**config.mk**
```make
export PLATFORM = sky130hd
export DESIGN_NAME = mem_fetch_flat
export DESIGN_NICKNAME = d
export VERILOG_FILES = /design/src/rtl/mem_fetch_if.sv /design/src/rtl/mem_fetch.sv /design/src/flat_wrapper.sv
export SDC_FILE = /design/constraint.sdc
export NUM_CORES = 1
export LEC_CHECK = 0
export CAP_MARGIN = 30
export CORE_UTILIZATION = 45
export CTS_CLUSTER_DIAMETER = 60
export DETAILED_ROUTE_END_ITERATION = 6
export GPL_ROUTABILITY_DRIVEN = 1
export PLACE_DENSITY = 0.77
export SYNTH_ARGS = -nofsm -noshare
export SYNTH_HDL_FRONTEND = slang
export SYNTH_SLANG_ARGS = --single-unit
export TNS_END_PERCENT = 100
```
**constraint.sdc**
```tcl
create_clock -name clock -period 2.9 [get_ports clock]
set_input_delay 0.725 -clock clock [delete_from_list [all_inputs] [get_ports clock]]
set_output_delay 0.725 -clock clock [all_outputs]
set_load 0.01 [all_outputs]
```
**src/rtl/mem_fetch_if.sv**
```systemverilog
// -----------------------------------------------------------------------------
// mem_fetch_if
//
// Bundles the cache-side miss request and the external half-word memory bus
// used by mem_fetch.
//
//   address_enable  miss request from the cache, held until data_valid
//   address         byte address of the requested word (bits [1:0] unused)
//   data_valid      one-cycle pulse, data is valid in this cycle
//   data            fetched 32-bit word (low half from the even half-word)
//   mem_read        read strobe to external memory
//   mem_address     half-word address {address[ADDR_W:2], phase}
//   mem_data        16-bit read data returned by memory
//   mem_wait        memory stall, stretches the current phase while high
//   bus_error       sticky timeout flag, cleared only by reset
//
// Modports:
//   master  the fetch engine: masters the memory bus, answers the cache
//   slave   the environment: cache request plus memory responses
// -----------------------------------------------------------------------------
interface mem_fetch_if #(
    parameter int ADDR_W = 20
);
    typedef logic [31:0] regval_t;

    logic              address_enable;
    regval_t           address;
    logic              data_valid;
    regval_t           data;
    logic              mem_read;
    logic [ADDR_W-1:0] mem_address;
    logic [15:0]       mem_data;
    logic              mem_wait;
    logic              bus_error;

    modport master (
        input  address_enable,
        input  address,
        input  mem_data,
        input  mem_wait,
        output data_valid,
        output data,
        output mem_read,
        output mem_address,
        output bus_error
    );

    modport slave (
        output address_enable,
        output address,
        output mem_data,
        output mem_wait,
        input  data_valid,
        input  data,
        input  mem_read,
        input  mem_address,
        input  bus_error
    );
endinterface

```
**src/rtl/mem_fetch.sv**
```systemverilog
// -----------------------------------------------------------------------------
// mem_fetch
//
// Memory-side fill engine for the cache. A held miss request is turned into
// two sequential 16-bit reads (even half-word first, then odd), the halves are
// assembled into one 32-bit word and returned with a single-cycle data_valid
// strobe. Each phase lasts WAIT+1 cycles plus any mem_wait stretching, and a
// phase held by mem_wait for more than TIMEOUT cycles is forced to finish with
// a zero half and a sticky bus_error.
//
// Parameters:
//   WAIT     base wait cycles per half-word read (phase >= WAIT+1 cycles)
//   ADDR_W   half-word address width of the memory bus
//   TIMEOUT  max consecutive mem_wait cycles after the base wait expires
//
// Ports:
//   clock    rising-edge clock
//   reset    asynchronous, active-high reset
//   bus      mem_fetch_if.master (request, response and memory bus signals)
// -----------------------------------------------------------------------------
module mem_fetch #(
    parameter int WAIT    = 2,
    parameter int ADDR_W  = 20,
    parameter int TIMEOUT = 255
) (
    input  logic         clock,
    input  logic         reset,
    mem_fetch_if.master  bus
);
    // A zero-width counter is illegal, so WAIT=0 still gets one bit.
    localparam int CNT_W   = (WAIT > 0) ? $clog2(WAIT + 1) : 1;
    localparam int TO_BITS = $clog2(TIMEOUT + 1);
    localparam int TO_W    = (TO_BITS > 8) ? TO_BITS : 8;

    localparam logic [CNT_W-1:0] WAIT_LOAD = CNT_W'(WAIT);
    localparam logic [TO_W-1:0]  TO_LIMIT  = TO_W'(TIMEOUT);

    typedef enum logic [1:0] {
        IDLE = 2'd0,
        LOW  = 2'd1,
        HIGH = 2'd2,
        DONE = 2'd3
    } state_t;

    // Registered state
    state_t             state_q;
    logic [CNT_W-1:0]   wait_cnt_q;
    logic [TO_W-1:0]    to_cnt_q;
    logic [ADDR_W-2:0]  line_q;
    logic [31:0]        data_q;
    logic               data_valid_q;
    logic               mem_read_q;
    logic [ADDR_W-1:0]  mem_address_q;
    logic               bus_error_q;

    // Next-state values
    state_t             state_d;
    logic [CNT_W-1:0]   wait_cnt_d;
    logic [TO_W-1:0]    to_cnt_d;
    logic [ADDR_W-2:0]  line_d;
    logic [31:0]        data_d;
    logic               data_valid_d;
    logic               mem_read_d;
    logic [ADDR_W-1:0]  mem_address_d;
    logic               bus_error_d;

    // Phase status decoded from the current registers and inputs
    logic [ADDR_W-2:0]  req_line;
    logic               base_done;
    logic               stalled;
    logic               timed_out;
    logic               phase_end;
    logic               abort;
    logic [15:0]        capture;

    // Only the word-aligned half-word line participates; bits above ADDR_W and
    // the byte offset are deliberately ignored.
    assign req_line  = bus.address[ADDR_W:2];

    assign base_done = (wait_cnt_q == '0);
    // mem_wait only matters once the base wait has expired.
    assign stalled   = base_done && bus.mem_wait;
    assign timed_out = stalled && (to_cnt_q == TO_LIMIT);
    assign phase_end = base_done && (!bus.mem_wait || timed_out);
    assign capture   = timed_out ? 16'h0000 : bus.mem_data;
    assign abort     = !bus.address_enable || (req_line != line_q);

    // -------------------------------------------------------------------------
    // Next-state and next-output logic
    // -------------------------------------------------------------------------
    always_comb begin
        // NOTE: every signal written below gets a default first, so no path
        // through the case leaves one unassigned and no latch is inferred.
        state_d       = state_q;
        wait_cnt_d    = wait_cnt_q;
        to_cnt_d      = to_cnt_q;
        line_d        = line_q;
        data_d        = data_q;
        data_valid_d  = 1'b0;
        mem_read_d    = mem_read_q;
        mem_address_d = mem_address_q;
        bus_error_d   = bus_error_q;

        unique case (state_q)
            IDLE: begin
                if (bus.address_enable) begin
                    line_d        = req_line;
                    wait_cnt_d    = WAIT_LOAD;
                    to_cnt_d      = '0;
                    mem_read_d    = 1'b1;
                    mem_address_d = {req_line, 1'b0};
                    state_d       = LOW;
                end
            end

            LOW, HIGH: begin
                if (abort) begin
                    // Withdrawn or retargeted request: drop it without a
                    // data_valid; a new address is picked up again from IDLE.
                    wait_cnt_d = '0;
                    to_cnt_d   = '0;
                    mem_read_d = 1'b0;
                    state_d    = IDLE;
                end else if (phase_end) begin
                    to_cnt_d = '0;
                    if (timed_out) begin
                        bus_error_d = 1'b1;
                    end
                    if (state_q == LOW) begin
                        data_d[15:0]  = capture;
                        wait_cnt_d    = WAIT_LOAD;
                        mem_address_d = {line_q, 1'b1};
                        state_d       = HIGH;
                    end else begin
                        data_d[31:16] = capture;
                        wait_cnt_d    = '0;
                        mem_read_d    = 1'b0;
                        data_valid_d  = 1'b1;
                        state_d       = DONE;
                    end
                end else if (!base_done) begin
                    wait_cnt_d = wait_cnt_q - 1'b1;
                end else begin
                    // Stalled after the base wait; the timeout check above
                    // finishes the phase before this can pass TO_LIMIT.
                    to_cnt_d = to_cnt_q + 1'b1;
                end
            end

            DONE: begin
                // data_valid was raised on entry and drops here regardless of
                // address_enable; the cache ignores it when not requesting.
                state_d = IDLE;
            end
        endcase
    end

    // -------------------------------------------------------------------------
    // State register
    // -------------------------------------------------------------------------
    always_ff @(posedge clock or posedge reset) begin
        if (reset) begin
            state_q       <= IDLE;
            wait_cnt_q    <= '0;
            to_cnt_q      <= '0;
            line_q        <= '0;
            data_q        <= '0;
            data_valid_q  <= 1'b0;
            mem_read_q    <= 1'b0;
            mem_address_q <= '0;
            bus_error_q   <= 1'b0;
        end else begin
            // NOTE: non-blocking assignments so every register samples the
            // pre-edge values, independent of statement order.
            state_q       <= state_d;
            wait_cnt_q    <= wait_cnt_d;
            to_cnt_q      <= to_cnt_d;
            line_q        <= line_d;
            data_q        <= data_d;
            data_valid_q  <= data_valid_d;
            mem_read_q    <= mem_read_d;
            mem_address_q <= mem_address_d;
            bus_error_q   <= bus_error_d;
        end
    end

    // All outputs come straight from registers.
    assign bus.data_valid  = data_valid_q;
    assign bus.data        = data_q;
    assign bus.mem_read    = mem_read_q;
    assign bus.mem_address = mem_address_q;
    assign bus.bus_error   = bus_error_q;

endmodule
```
**src/flat_wrapper.sv**
```systemverilog
// flat-port wrapper written by rule: the top's interface ports become plain ports
module mem_fetch_flat 
#(
    parameter int WAIT    = 2,
    parameter int ADDR_W  = 20,
    parameter int TIMEOUT = 255
)
  (clock, reset, bus_address_enable, bus_address, bus_mem_data, bus_mem_wait, bus_data_valid, bus_data, bus_mem_read, bus_mem_address, bus_bus_error);
  mem_fetch_if #(.ADDR_W(ADDR_W)) bus_i ();
  input  logic clock;
  input  logic reset;
  input wire logic [$bits(bus_i.address_enable)-1:0] bus_address_enable;
  input wire logic [$bits(bus_i.address)-1:0] bus_address;
  input wire logic [$bits(bus_i.mem_data)-1:0] bus_mem_data;
  input wire logic [$bits(bus_i.mem_wait)-1:0] bus_mem_wait;
  output wire logic [$bits(bus_i.data_valid)-1:0] bus_data_valid;
  output wire logic [$bits(bus_i.data)-1:0] bus_data;
  output wire logic [$bits(bus_i.mem_read)-1:0] bus_mem_read;
  output wire logic [$bits(bus_i.mem_address)-1:0] bus_mem_address;
  output wire logic [$bits(bus_i.bus_error)-1:0] bus_bus_error;
  assign bus_i.address_enable = bus_address_enable;
  assign bus_i.address = bus_address;
  assign bus_i.mem_data = bus_mem_data;
  assign bus_i.mem_wait = bus_mem_wait;
  assign bus_data_valid = bus_i.data_valid;
  assign bus_data = bus_i.data;
  assign bus_mem_read = bus_i.mem_read;
  assign bus_mem_address = bus_i.mem_address;
  assign bus_bus_error = bus_i.bus_error;
  mem_fetch #(.WAIT(WAIT), .ADDR_W(ADDR_W), .TIMEOUT(TIMEOUT)) u_core (.clock(clock), .reset(reset), .bus(bus_i));
endmodule
```
Word level (Yosys, flattened, before mapping)
Cells that the tools add are included.

operators by class
  $add $sub $neg = 2
  equality and inequality tests = 13
  multiplexer cells = 31
  bitwise operators = 2
  reductions and logical operators = 20

operators with widths
  kind                   count
  $mux W20               4
  $pmux W20 S2           1
  $mux W8                4
  $ne A19 B19 Y1         1
  $mux W16               1
  $mux W2                8
  $pmux W8 S2            1
  $reduce_and A4 Y1      4
  $mux W1                9
  $add A8 B1 Y8 const B  1
  $eq A8 B8 Y1 const B   1
  $pmux W2 S3            1
  $reduce_and A3 Y1      2
  $reduce_and A5 Y1      1
  $eq A2 B2 Y1 const B   2
  $logic_not A2 Y1       2
  $ne A2 B1 Y1 const B   2
  $ne A2 B2 Y1 const B   2
  $ne A4 B1 Y1 const B   1
  $ne A4 B4 Y1 const B   1
  $pmux W2 S2            1
  $reduce_and A2 Y1      2
  $logic_and A1 B1 Y1    3
  $ne A3 B1 Y1 const B   1
  other kinds (9)        12

word-level totals
  register bits = 86
  output and inout port bits = 55
  logic and storage cells = 78

Depth between registers and ports, before layout
  word-level depth = 8
  depth in mapped cells = 9
  gate-level depth less buffers = 7

Least setup slack after synthesis
OpenSTA, ideal clock, no wires.

  path type = in2reg
  from = in bus_address[14]
  to = reg u_core.data_q[0], in the netlist u_core.bus.data[0]
  arrival = 2.365 ns
  data required time = 2.775 ns
  path slack = 0.410 ns
  stages = 6
  buffers on the path = 1
  cell sequence = xor2_1 -> nor4_1 -> nand3_1 -> nor4_4 -> buf_6 -> mux2_2

on the way
  word-level cells in the longest chain between the ends = 4

ends and longest elaborated chain
  what                                RTL line            text
  start: declaration                  flat_wrapper.sv:13  input wire logic [$bits(bus_i.address)-1:0] bus_address;
  $ne A19 B19 Y1                      mem_fetch.sv:86     assign abort = !bus.address_enable || (req_line != line_q);
  $logic_or A1 B1 Y1                  mem_fetch.sv:86
  $not A1 Y1 (no source line)         -
  $reduce_and A4 Y1 (no source line)  -
  end signal: assignment              mem_fetch.sv:179    data_q <= data_d;
  end: declaration                    mem_fetch.sv:50     logic [31:0] data_q;

No other way between the ends.
A chain may end at the register's enable or synchronous reset.

Final worst setup path
  from = in bus_address[12]
  to = reg u_core.data_q[1], in the netlist u_core.bus.data[1]

The elaborated chain is that of the path after synthesis.

==> results.yml <==
worst_setup_path:
  cp_max_fo: 18
  cp-end-kind: "register"
  crit_path_start_kind: "primary input"
  max_stage_delay_ns: 0.46
  worst-path-buf-inv: 2
  cp_data_required_time_ns: 3.15
  worstPathCellList: "clkdlybuf4s50_1 > xor2_1 > nor4_1 > nand3_1 > nor4_4 > buf_12 > mux2_2"
  cpMaxStageDelayCell: "clkdlybuf4s50_1"
  cp_top_family: "simple AND/OR/NAND/NOR gates"
  crit_arrival_ns: 2.90
  critical_path_class: "primary input to register"
place:
  numPortBuffers: 93
  gp_congestion: 0.861
  pre_cts_ws_ns: -0.107
  dp_hpwl_um: 7260
clocking:
  cts_tree: "yes"
  clk_pin_slew_ns: 0.09
  clockRootBuffer: "clkbuf_8"
  clockBufferDepth: 2
  cts_max_level: 3
  clock_latency_ns: 0.36
  cts_setup_buffers: 0
  cts_resized: 0
  cts_buffers: 9
  clock_sinks: 86
  cts_hold_buf: 0
synth:
  netlist_area_um2: 4260
  synth_nets: 451
  synth-seq-cells: 86
  avgSynthCellArea_um2: 10.9
  synth_ff_type: "dfrtp_1"
  ys_warn_count: 0
  ys_types: 42
  ys_async_sr_fraction_pct: 100
  ys_seq_area_share_pct: 50.5
  syn_inst: 392
  synth_edf_count: 0
final_layout:
  area_growth_pct: 35.0
  final_common_cell: "clkdlybuf4s50_1"
  layout.nets: 570
  multiInputGateArea_um2: 1870
  seq_area_um2: 2150
  diodes: 0
  layout_common_cells: "clkdlybuf4s50_1 (93), dfrtp_1 (86), mux2_2 (49)"
  drive_gt1_share_pct: 20.0
  fillers: 778
sta:
  fin_ws_ns: 0.248
  fmax_ghz: 0.377
  slew_viol_final: 0
  setup_viol: 0
  fin_skew_ns: 0.0104
  worstMarginPinSlew_ns: 0.538
  rsz0062_at_grt: "false"
  slew_headroom_pct: 64.1
  post-route-period-util_pct: 91.4
  fin_crit_ns: 2.65
  report.final.hold_viol_count: 0
global_routing:
  overflow: 0
  grtUsageMet1_pct: 26.8
  grt_start_max_net_pins: 29
  grt_pass1_wl_um: 17000
  track_usage_pct: 21.8
  grt.busiest_layer: "met2"
  grt_pass1_vias: 3500
  grtUsageMet3_pct: 6.61
  antenna_found_initial: 0
  grt_use_met2_pct: 37.4
routing:
  wire_per_inst_um: 16.1
  viasPerCell: 5.40
  dr.pass1.iters: 4
  dr_total_vias: 3388
  antenna_left: 0
  drc: 0
  finalWirelength_um: 10100
  drtIter0Drc: 119
die:
  die-area_um2: 9870
  core.rowCount: 35
  die-width_um: 99.3
  coreArea_um2: 9200
  num_io_pins: 107
  die_h_um: 99.3
  start_util_pct: 46.4
status:
  status: "finished clean"
worst_hold_path:
  hold_class: "register to register"
power_and_ir_drop:
  power_mw: 4.14
  power_leakage_nw: 2.65
  power.density_nw_per_um2: 719
  ir_drop_uv: 490
job:
  drv_cap: 0
cells by family after synthesis:
family / after synthesis / synth area share, %
simple gates: 106 / 13.3
xor+xnor: 19 / 3.90
mux: 54 / 14.2
fa+ha+maj: 7 / 2.05
buf+inv: 62 / 5.75
flops: 86 / 50.5
compound gates: 58 / 10.3
power by group:
part | internal (mW) | total (mW) | leakage, nW | switching, mW
registers | 1.48 | 1.70 | 1.09 | 0.217
clock network | 0.433 | 0.893 | 0.102 | 0.460
logic | 0.781 | 1.55 | 1.45 | 0.767
total | 2.70 | 4.14 | 2.65 | 1.44
area by class of cell:
cell class	count	area share (%)
multi-input cells	244	32.5
repair buffers	123	20.9
inverters	47	3.13
clock inverters	5	1.15
well taps	111	2.41
clock buffers	11	2.46
flip-flops and latches	86	37.4
registers in the layout, summed over array words and instances, names as in the netlist:
| signal | cells |
|---|---|
| u_core.bus.data | 32 |
| u_core.bus.mem_address | 20 |
| u_core.line_q | 19 |
| u_core.to_cnt_q | 8 |
| u_core.state_q | 2 |
| u_core.wait_cnt_q | 2 |
| u_core.bus.bus_error | 1 |
| u_core.bus.data_valid | 1 |
| u_core.bus.mem_read | 1 |
final timing paths:
check	endpoint	startpoint	cells after the start	slack, ns
min in group asynchronous	u_core.bus.mem_address[9]$_DFFE_PP0P_	reset	2	0.75
hold / removal	u_core.bus.bus_error$_DFFE_PP0P_	u_core.bus.bus_error$_DFFE_PP0P_	1	0.47
setup reg to reg	u_core.bus.data[1]$_DFFE_PP0P_	u_core.wait_cnt_q[0]$_DFFE_PP0P_	8	0.41
max in group asynchronous	u_core.bus.mem_address[7]$_DFFE_PP0P_	reset	3	1.49
hold reg to reg	u_core.bus.bus_error$_DFFE_PP0P_	u_core.bus.bus_error$_DFFE_PP0P_	1	0.47
setup / recovery	u_core.bus.data[1]$_DFFE_PP0P_	bus_address[12]	7	0.25
routing by layer:
metal | share of wire, % | up-vias
met5 | 0 | -
met4 | 1.6 | 0
met3 | 6.6 | 15
met2 | 51 | 108
met1 | 40 | 1670
li1 | - | 1595
per-stage QoR:
stage | cells | instance area [um2] | TNS [ns] | hold slack [ns] | utilization (%)
after floorplan | 392 | 4270 | 0 | 0.463 | -
after global placement | 611 | 5550 | -0.731 | 0.458 | 60.4
after detailed placement | 611 | 5550 | -1.80 | 0.454 | 60.4
after CTS | 627 | 5760 | 0 | 0.477 | 62.6
after global routing | 627 | 5760 | 0 | 0.531 | 62.6
final | 627 | 5760 | 0 | 0.473 | 62.6
worst reg2reg max path: stages, from the launching register on:
cell     delay, ns
dfrtp_1       0.40
inv_1         0.11
ha_1          0.30
nand3_1       0.19
o31ai_4       0.40
nand3_1       0.19
nor4_4        0.21
buf_12        0.22
mux2_2        0.37
synthesized netlist by cell type, drive strengths merged (2+ instances only):
cell,number,area [um2]
nor4,7,58.8
o21ai,14,70.1
a21oi,4,20.0
a32oi,2,17.5
xor2,12,105
a221oi,19,166
nand3,11,67.6
mux2i,3,30.0
nor2b,8,50.1
o31ai,2,28.8
a211oi,2,15.0
nor2,32,123
mux2,51,574
a22oi,6,45.0
and2b,11,82.6
nor3,5,25.0
ha,7,87.6
clkbuf,10,37.5
o31a,2,17.5
buf,5,31.3
nand4,5,31.3
or2,2,12.5
and3,3,18.8
inv,47,176
dfrtp,86,2150
xnor2,7,61.3
a31oi,2,12.5
nand2b,3,18.8
nand2,17,63.8
(Power assumes the default switching activity.)
==> RTL change (same flow settings) <==
Encoding of `state_t`: now one-hot (4 bits for 4 states).
--- a/src/rtl/mem_fetch.sv
+++ b/src/rtl/mem_fetch.sv
@@ -36,9 +36,9 @@
     localparam logic [TO_W-1:0]  TO_LIMIT  = TO_W'(TIMEOUT);
 
-    typedef enum logic [1:0] {
-        IDLE = 2'd0,
-        LOW  = 2'd1,
-        HIGH = 2'd2,
-        DONE = 2'd3
+    typedef enum logic [3:0] {
+        IDLE = 4'b0001,
+        LOW  = 4'b0010,
+        HIGH = 4'b0100,
+        DONE = 4'b1000
     } state_t;
 
Check against the original RTL: same outputs for any inputs over 4 cycles, from zero or initial values and one cycle with reset high; so few cycles prove little.
==> RTL change against the original RTL <==
  * Sequential cell count up 2
  * Synthesized cell count is 0.77% lower
  * Critical path depth unchanged
  * Total power decreased by 3.0%
  * Wire length is 8.5% lower
  * Design area fell by 6.6%
  * Fmax up 1.3%
  * Worst setup slack improved by 0.034 ns
  * Area after synthesis is 4.3% lower
  * Final cell count fell by 4.8%
  * Register-to-register slack better by 0.07 ns
  * Critical path type unchanged
  * Highest routed layer unchanged
==> RTL change: results (changes against the original RTL) <==
Critical path
  • Register-to-register setup slack: 0.48 ns (+0.07 ns)
  • Worst Reg2Reg Path Length in Cells: 8 (unchanged)
  • Worst-path maximum fanout: 19 (+1)
  • Worst EP arrival: 2.86 ns (-0.04 ns)

Route
  • First-pass iteration count of the detailed router: 4 (unchanged)
  • Mean number of vias per cell: 5.43 (+0.53%)
  • 1st-iter DRT viols: 162 (+36%)
  • WL/cell: 15.4 um (-3.9%)

Logic synthesis
  • EDFF count, synth: 0 (unchanged)
  • Synth unique cells: 40 (-4.8%)
  • Total number of yosys warnings: 0 (unchanged)
  • Net Count, Synth: 444 (-1.6%)
  • Post-synth ARST share: 100% (unchanged)
  • Top post-synthesis cells by area: dfrtp_1, nand2_1, o21ai_0
  • Post-synthesis sequential area ratio: 54.0% (+3.5 points)
  • Top cells by count, synth: dfrtp_1, nand2_1, o21ai_0

Power and ir drop
  • LEAKAGE: 2.22 nW (-16%)
  • Logic pwr share: 34.9% (-2.5 points)
  • Max rail drop VDD: 666 uV (+36%)
  • Net Sw Frac: 34.3% (-0.54 points)

Global routing
  • Gr usage total: 20.5% (-1.3 points)
  • Largest net degree at the start of global routing: 89 (+210%)
  • Vias in the first global route: 3,297 (-5.8%)
  • Initial antenna violation count: 0 (unchanged)
  • First-pass GRT wire length: 15.6 mm (-8.1%)

CTS
  • Clock-pin slew on the worst setup and hold paths: 0.09 ns (about the same)
  • Post-CTS Setup Inserts: 0 (unchanged)
  • Root buffer cell: clkbuf_8
  • Clock buffer count from CTS: 9 (unchanged)
  • Post_cts resized: 0 (unchanged)
  • H-tree Lvls: 3 (unchanged)
  • Clock Latency Late Sink: 0.37 ns
  • Longest Clk Path Bufs: 2 (unchanged)

Run status
  • Outcome: finished clean

Timing
  • Worst clock skew: 0.0199 ns (+0.00952 ns)
  • Worst-Margin Slew: 0.818 ns (+0.280 ns)
  • WHS: 0.482 ns (+0.00855 ns)
  • Final hold violation count: 0 (unchanged)

Place
  • IO Port Bufs: 93 (unchanged)
  • Placer congestion estimate: 0.850 (-1.3%)
  • Hpwl dp: 6.48 mm (-11%)

Worst hold path
  • Hold depth: 2 (+1)
  • HP Class: flop to flop

Final layout
  • Antenna cells: 0 (unchanged)
  • Fill cells: 741 (-4.8%)
  • Max reg flops: 32 (unchanged)
  • NumNets Final: 539 (-5.4%)
  • Share of cells above drive strength 1: 10.6% (-9.3 points)
RTL change: changes by cell type after synthesis, sizes merged, moves of 11 or more:
cell	delta
and2b	-11
nor2	-20
o221a	+19
xor2	-12
o21ai	+33
nand2b	+18
a221oi	-19
xnor2	+13
inv	-38
nand2	+49
mux2	-32
RTL change: final timing paths:
path / startpoint / to
worst max-delay path: bus_address[5] / u_core.bus.mem_address[3]$_DFFE_PP0P_
worst min-delay path: u_core.bus.data[9]$_DFFE_PP0P_ / u_core.bus.data[9]$_DFFE_PP0P_
worst max register to register: u_core.wait_cnt_q[0]$_DFFE_PP0P_ / u_core.to_cnt_q[7]$_DFFE_PP0P_
worst min register to register: u_core.bus.data[9]$_DFFE_PP0P_ / u_core.bus.data[9]$_DFFE_PP0P_
max in group asynchronous: reset / u_core.bus.mem_address[3]$_DFFE_PP0P_
min in group asynchronous: reset / u_core.bus.data[7]$_DFFE_PP0P_
RTL change: critical path, cell delays in order:
cell,delay [ns]
clkdlybuf4s50_1,0.46
xnor2_1,0.23
nand4_1,0.12
nor4_1,0.31
nand2_1,0.13
or4_4,0.58
o221a_1,0.30
RTL change: metal layers:
layer  GRT usage (%)  vias up  wire, um
li1                -     1557         -
met4            9.73        0       189
met5               0        -         0
met2            33.7       75      4570
met1            25.3     1596      4040
met3            5.32       15       421
RTL change: power groups by stage:
| stage | sequential, mW | combinational [mW] | clock [mW] |
|---|---|---|---|
| finish | 1.78 | 1.40 | 0.834 |
| global route | 1.82 | 1.53 | 0.908 |
| CTS | 1.78 | 1.41 | 0.857 |
| detailed placement | 1.80 | 1.41 | 0 |
| global placement | 1.78 | 1.36 | 0 |
| floorplan | 1.79 | 0.826 | 0 |
RTL change: cell type report:
cell class	count	area, sq um	share of cell area [%]
timing repair buffer	104	1060	19.8
multi-input combinational	272	1740	32.4
inverter	9	37.5	0.698
tap	108	135	2.51
clock inverter	7	73.8	1.37
sequential	88	2200	41.0
clock buffer	9	124	2.30
RTL change: cells by family after synthesis:
| family | share of synthesized area [%] |
|---|---|
| buffers and inverters | 3.40 |
| AOI/OAI and AO/OA | 15.0 |
| xor gates and xnor gates | 4.29 |
| and+or+nand+nor | 17.0 |
| adders and majority gates | 0.920 |
| DFF | 54.0 |
| muxes | 5.49 |
RTL change: stage by stage:
stage	area [sq um]	util, %	std cells	setup slack (ns)
floorplan	4090	-	389	0.398
global placement	5180	59.1	581	-0.0119
detailed placement	5180	59.1	581	-0.0816
CTS	5380	61.4	597	0.318
global route	5380	61.4	597	0.217
finish	5380	61.4	597	0.283
